<file path="config.mk">
export PLATFORM = sky130hd
export DESIGN_NAME = rng_share_arbiter
export DESIGN_NICKNAME = d
export VERILOG_FILES = /design/src/rtl/rng_share_arbiter.sv
export SDC_FILE = /design/constraint.sdc
export NUM_CORES = 1
export LEC_CHECK = 0
export ABC_AREA = 1
export CAP_MARGIN = 40
export CORE_MARGIN = 2
export CORE_UTILIZATION = 35
export CTS_CLUSTER_DIAMETER = 30
export DETAILED_ROUTE_END_ITERATION = 10
export PLACE_DENSITY_LB_ADDON = 0.15
export SLEW_MARGIN = 15
export SYNTH_ARGS = -nofsm -noshare
export SYNTH_HDL_FRONTEND = slang
export SYNTH_SLANG_ARGS = --single-unit
</file>
<file path="constraint.sdc">
create_clock -name clk -period 3.7 [get_ports clk]
set_input_delay 1.11 -clock clk [delete_from_list [all_inputs] [get_ports clk]]
set_output_delay 1.11 -clock clk [all_outputs]
set_load 0.005 [all_outputs]
</file>
<file path="src/rtl/rng_share_arbiter.sv">
// Shares one external LFSR among NUM_REQ lanes: warm-up after start, then one
// fresh word per cycle granted round-robin, advancing the LFSR once per grant.
module rng_share_arbiter #(
   parameter int unsigned NUM_REQ       = 4,
   parameter int unsigned WIDTH         = 8,
   parameter int unsigned WARMUP_CYCLES = 16,
   parameter int unsigned CNT_W         = 16
) (
   input  logic               clk,
   input  logic               rst_n,
   input  logic               start,
   input  logic               halt,
   input  logic [WIDTH-1:0]   random_bits,
   output logic               lfsr_enable,
   input  logic [NUM_REQ-1:0] req,
   output logic [NUM_REQ-1:0] gnt,
   output logic [WIDTH-1:0]   rnd_data,
   output logic               rnd_valid,
   output logic               ready,
   output logic [CNT_W-1:0]   issued_cnt
);

   localparam int unsigned PTR_W  = $clog2(NUM_REQ);
   localparam int unsigned SUM_W  = PTR_W + 1;
   localparam int unsigned WCNT_W = 8;

   typedef enum logic [1:0] {
      ST_IDLE,
      ST_WARMUP,
      ST_SERVE
   } state_e;

   state_e             state_q, state_d;
   logic [WCNT_W-1:0]  wcnt_q, wcnt_d;
   logic [PTR_W-1:0]   ptr_q, ptr_d;
   logic [NUM_REQ-1:0] gnt_q, gnt_d;
   logic [WIDTH-1:0]   rnd_data_q, rnd_data_d;
   logic               rnd_valid_q, rnd_valid_d;
   logic               ready_q, ready_d;
   logic [CNT_W-1:0]   issued_cnt_q, issued_cnt_d;
   logic               lfsr_en_c;

   logic [NUM_REQ-1:0] req_rot;
   logic [PTR_W-1:0]   win_off;
   logic [SUM_W-1:0]   win_sum;
   logic [PTR_W-1:0]   win_idx;
   logic [PTR_W-1:0]   win_next;

   // Rotate requests so the RR pointer lands on bit 0; lowest set bit wins.
   assign req_rot = NUM_REQ'({req, req} >> ptr_q);

   always_comb begin
      win_off = '0;
      for (int i = int'(NUM_REQ) - 1; i >= 0; i--) begin
         if (req_rot[i]) win_off = PTR_W'(i);
      end
   end

   assign win_sum  = SUM_W'(ptr_q) + SUM_W'(win_off);
   assign win_idx  = (win_sum >= SUM_W'(NUM_REQ)) ? PTR_W'(win_sum - SUM_W'(NUM_REQ))
                                                  : PTR_W'(win_sum);
   assign win_next = (win_idx == PTR_W'(NUM_REQ - 1)) ? '0 : win_idx + PTR_W'(1);

   // Next-state and grant decision; halt overrides everything.
   always_comb begin
      state_d      = state_q;
      wcnt_d       = wcnt_q;
      ptr_d        = ptr_q;
      gnt_d        = '0;
      rnd_data_d   = rnd_data_q;
      rnd_valid_d  = 1'b0;
      issued_cnt_d = issued_cnt_q;
      lfsr_en_c    = 1'b0;
      if (halt) begin
         state_d = ST_IDLE;
      end else begin
         case (state_q)
            ST_IDLE: begin
               if (start) begin
                  state_d = ST_WARMUP;
                  wcnt_d  = '0;
               end
            end
            ST_WARMUP: begin
               lfsr_en_c = 1'b1;
               wcnt_d    = wcnt_q + WCNT_W'(1);
               if (wcnt_q == WCNT_W'(WARMUP_CYCLES - 1)) state_d = ST_SERVE;
            end
            ST_SERVE: begin
               if (|req) begin
                  lfsr_en_c    = 1'b1;
                  gnt_d        = NUM_REQ'(1) << win_idx;
                  rnd_data_d   = random_bits;
                  rnd_valid_d  = 1'b1;
                  issued_cnt_d = issued_cnt_q + CNT_W'(1);
                  ptr_d        = win_next;
               end
            end
            default: state_d = ST_IDLE;
         endcase
      end
      ready_d = (state_d == ST_SERVE);
   end

   always_ff @(posedge clk) begin
      if (!rst_n) begin
         state_q      <= ST_IDLE;
         wcnt_q       <= '0;
         ptr_q        <= '0;
         gnt_q        <= '0;
         rnd_data_q   <= '0;
         rnd_valid_q  <= 1'b0;
         ready_q      <= 1'b0;
         issued_cnt_q <= '0;
      end else begin
         state_q      <= state_d;
         wcnt_q       <= wcnt_d;
         ptr_q        <= ptr_d;
         gnt_q        <= gnt_d;
         rnd_data_q   <= rnd_data_d;
         rnd_valid_q  <= rnd_valid_d;
         ready_q      <= ready_d;
         issued_cnt_q <= issued_cnt_d;
      end
   end

   // The LFSR must not advance while reset is being applied.
   assign lfsr_enable = lfsr_en_c & rst_n;
   assign gnt         = gnt_q;
   assign rnd_data    = rnd_data_q;
   assign rnd_valid   = rnd_valid_q;
   assign ready       = ready_q;
   assign issued_cnt  = issued_cnt_q;

endmodule

</file>
Yosys cells after proc, flatten, opt, wreduce, memory -nomap -nowiden
Index checks and enable logic that the tools add are counted.

word-level totals
  register bits after elaboration = 42
  bits of input ports = 16

operators by class
  add/subtract/negate cells = 5
  order comparisons = 1
  equal/unequal tests = 6
  shifts and indexed selects = 2
  mux-type cells = 15
  bitwise gates (word level) = 5
  reduce and logical (&&, ||, !) cells = 7

operator list
  cell                   count
  $mux 2                 9
  $add 16x1->16 const B  1
  $pmux 8 s2             1
  $add 8x1->8 const B    1
  $eq 8x4->1 const B     1
  $mux 8                 1
  $reduce_or 4->1        2
  $shr 8x2->4            1
  $eq 2x2->1 const B     3
  $pmux 2 s3             1
  $reduce_and 3->1       2
  $not 1->1              4
  $shl 1x2->4 const A    1
  $add 2x2->3            1
  $ge 3x3->1 const B     1
  $reduce_or 3->1        1
  $add 2x1->2 const B    1
  $eq 2x1->1 const B     1
  $logic_not 2->1        1
  $mux 1                 2
  $ne 2x2->1 const B     1
  $pmux 1 s2             1
  $reduce_bool 2->1      1
  $sub 2x1->2 const B    1
  $and 1x1->1            1

Longest topological paths before layout
  word-level depth = 10
  gate-level depth with buffers = 14
  mapped depth without buffers = 14

Least setup slack after synthesis
No wires, ideal clock.

  path type = input to output
  start point = input halt
  end point = output lfsr_enable
  arrival = 1443 ps
  required time = 2590 ps
  slack = 1147 ps
  cell stages on the path = 3
  path buffers = 0
  cell sequence = inv_1 nand3_1 a21oi_1

on the way
  longest elaborated chain between the ends = 2

RTL lines
  item             RTL line  source
  start, declared  12        input logic halt,
  $mux 1           74        if (halt) begin
  $and 1x1->1      128       assign lfsr_enable = lfsr_en_c & rst_n;
  end, declared    14        output logic lfsr_enable,

No other way between the ends.

Worst setup path in the final report
  start point = input req[3]
  end point = output lfsr_enable

on the way
  longest elaborated chain between the ends = 5

RTL lines
  item             RTL line  source
  start, declared  15        input logic [NUM_REQ-1:0] req,
  $reduce_or 4->1  90        if (|req) begin
  $mux 1           90
  $pmux 1 s2       77        case (state_q)
  $mux 1           74
  $and 1x1->1      128

No other way between the ends.

==> impl_metrics.ini <==
[placement]
dp.final_hpwl_um = 3416
port_buffers = 46
dp.cells = 423
gp_congestion = 0.7742
post_dp_cell_area_um2 = 2661
place_ws_ns = 0.1304

[detailed_routing]
vias = 2019
dr.pass1.iters = 4
wire_per_inst_um = 10.81
antenna_left = 0
drc = 0
routed_wl_um = 4658
via_per_inst = 4.684
drtIter0Drc = 102

[synthesis]
yosysTopAreaCell = dfxtp_1
yosys.cell_count.top_type = nand2_1
syn-cell-area_um2 = 2120
synth_nets = 329
synth_top_cell_area_share_pct = 39.67
yosysUniqueCellTypes = 31
synth_common_cells = nand2_1, dfxtp_1, inv_1, a21oi_1, nor2_1
async_flop_share_pct = 0
synth_area_leaders = dfxtp_1, nand2_1, a21oi_1
synthCells = 306
synth_sequential_area_ratio_pct = 39.67
ys.flop_type = dfxtp_1
avgSynthCellArea_um2 = 6.927
ys_ff_latch = 42
yosys_warnings = 0
synth_edf_count = 0

[clocking]
cts_hold_buf = 0
cts.reportedPaths.clkPinSlew_ns = 0.08
numCtsBuffers = 5
cts-root-buf = clkbuf_8
ctsResizeCount = 0
post-cts-setup-buffer-count = 0
cts_buffer_depth = 2
cts_num_sinks = 42
cts_max_level = 2
cts_tree = built
worstSkewPairLatency_ns = 0.29

[global_routing]
antenna_found_initial = 0
grt_pass1_vias = 1829
overflow = 0
grt_max_degree = 19
grt_pass1_wl_um = 7969
track_usage_pct = 15.16

[cells_and_area]
n_antenna_cell = 0
drive_gt1_share_pct = 6.742
synthToLayoutAreaGrowth_pct = 29.87
utilization_pct = 46.77
final_area_um2 = 2753
final_cells = 431
num-nets-final = 378

[status]
outcome = complete, no violations

[critical_path]
worst-setup-path-type = input port to output pin
path_max_fanout = 3
endpoint_kind = output pin
critPathRequiredTime_ns = 2.59
worst_setup_path_start_kind = input port
startpoint = req[3]
rr_startpoint = ptr_q[0]
crit_arrival_ns = 2.46

[sta]
rsz0062_at_grt = no
slew_headroom_pct = 59.92
fin_crit_sh_pct = 96.49
fin_crit_ns = 3.570
whs_ns = 0.4691
finalHoldViolCount = 0
setup_ws_ns = 0.1298
timing.fmax_mhz = 280.1
finalSetupTns_ns = 0
finalSetupViolCount = 0
tightest_slew_ns = 0.5975
maxSlewViolCount = 0
skew_ns = 0.009319

[power]
power.leakage_nw = 0.9845
power.density_cell_area_nw_per_um2 = 294.7
total_power_mw = 0.8112
peakVddDrop_mv = 0.1326

[min_path]
worstHoldStart = rnd_data[5]
hold_class = flop to flop

[die]
num_io_pins = 47
die_w_um = 81.82
row_count = 28
core_area_um2 = 5886
initial_core_util_pct = 36.01
dieArea_um2 = 6695
die_h_um = 81.82

[flow_run]
drv_cap = 0
layer usage:
| metal | track usage (%) | up-vias | part of all wire (%) |
|---|---|---|---|
| li1 | - | 1089 | - |
| met2 | 23.50 | 39 | 43 |
| met3 | 3.846 | 8 | 5.1 |
| met5 | 0 | - | 0 |
| met1 | 20.15 | 883 | 50 |
| met4 | 6.000 | 0 | 1.7 |
final timing paths:
check             slack [ns]           to  cells past startpoint
setup reg to reg        1.82     ptr_q[1]                     13
hold / removal          0.47  rnd_data[5]                      2
hold reg to reg         0.47  rnd_data[5]                      2
setup / recovery        0.13  lfsr_enable                      6
flip-flops by register name (all words and copies together), names as in the netlist:
name	cells
state_q	2
issued_cnt	16
ptr_q	2
ready	1
wcnt_q	8
gnt	4
rnd_valid	1
rnd_data	8
cells in the final DEF (no fill, tap or decap), drive strengths merged:
| cell | count |
|---|---|
| xnor2 | 2 |
| nor2 | 31 |
| and2 | 1 |
| ha | 7 |
| nor3 | 12 |
| a21oi | 29 |
| inv | 37 |
| clkbuf | 7 |
| nand4 | 5 |
| o211ai | 1 |
| dfxtp | 42 |
| clkdlybuf4s50 | 46 |
| nand2 | 82 |
| o21ai | 15 |
| xor2 | 2 |
| clkinv | 3 |
| a211oi | 3 |
| a21boi | 1 |
| nor4 | 1 |
| nand3b | 1 |
| nand3 | 25 |
| buf | 3 |
where the power goes:
part / total (mW) / leakage [nW] / internal, mW / switching [mW]
clock network: 0.301 / 0.0482 / 0.151 / 0.150
registers: 0.455 / 0.339 / 0.454 / 0.00178
logic: 0.0548 / 0.598 / 0.0257 / 0.0291
worst max-delay path, stage by stage:
cell	delay, ns
clkdlybuf4s50_1	0.50
nor2_1	0.06
nand2_2	0.09
nand2_1	0.05
a21oi_1	0.12
clkdlybuf4s50_1	0.51
area by class of cell:
class / instances / area, µm²
Clock inverter: 1 / 5.005
Timing Repair Buffer: 49 / 483.0
Clock buffer: 7 / 86.33
Inverter: 39 / 147.6
Multi-Input combinational cell: 218 / 1096
Tap cell: 75 / 93.84
Fill cell: 616 / 3133
Sequential cell: 42 / 840.8
cell families after synthesis:
family          after synthesis  synth area share, %
simple gates                158                33.77
compound gates               49                12.16
flops                        42                39.67
fa+ha+maj                     7                4.132
xor+xnor                      4                1.653
buf+inv                      46                8.618
No activity file was read; power rests on OpenSTA's default activity.
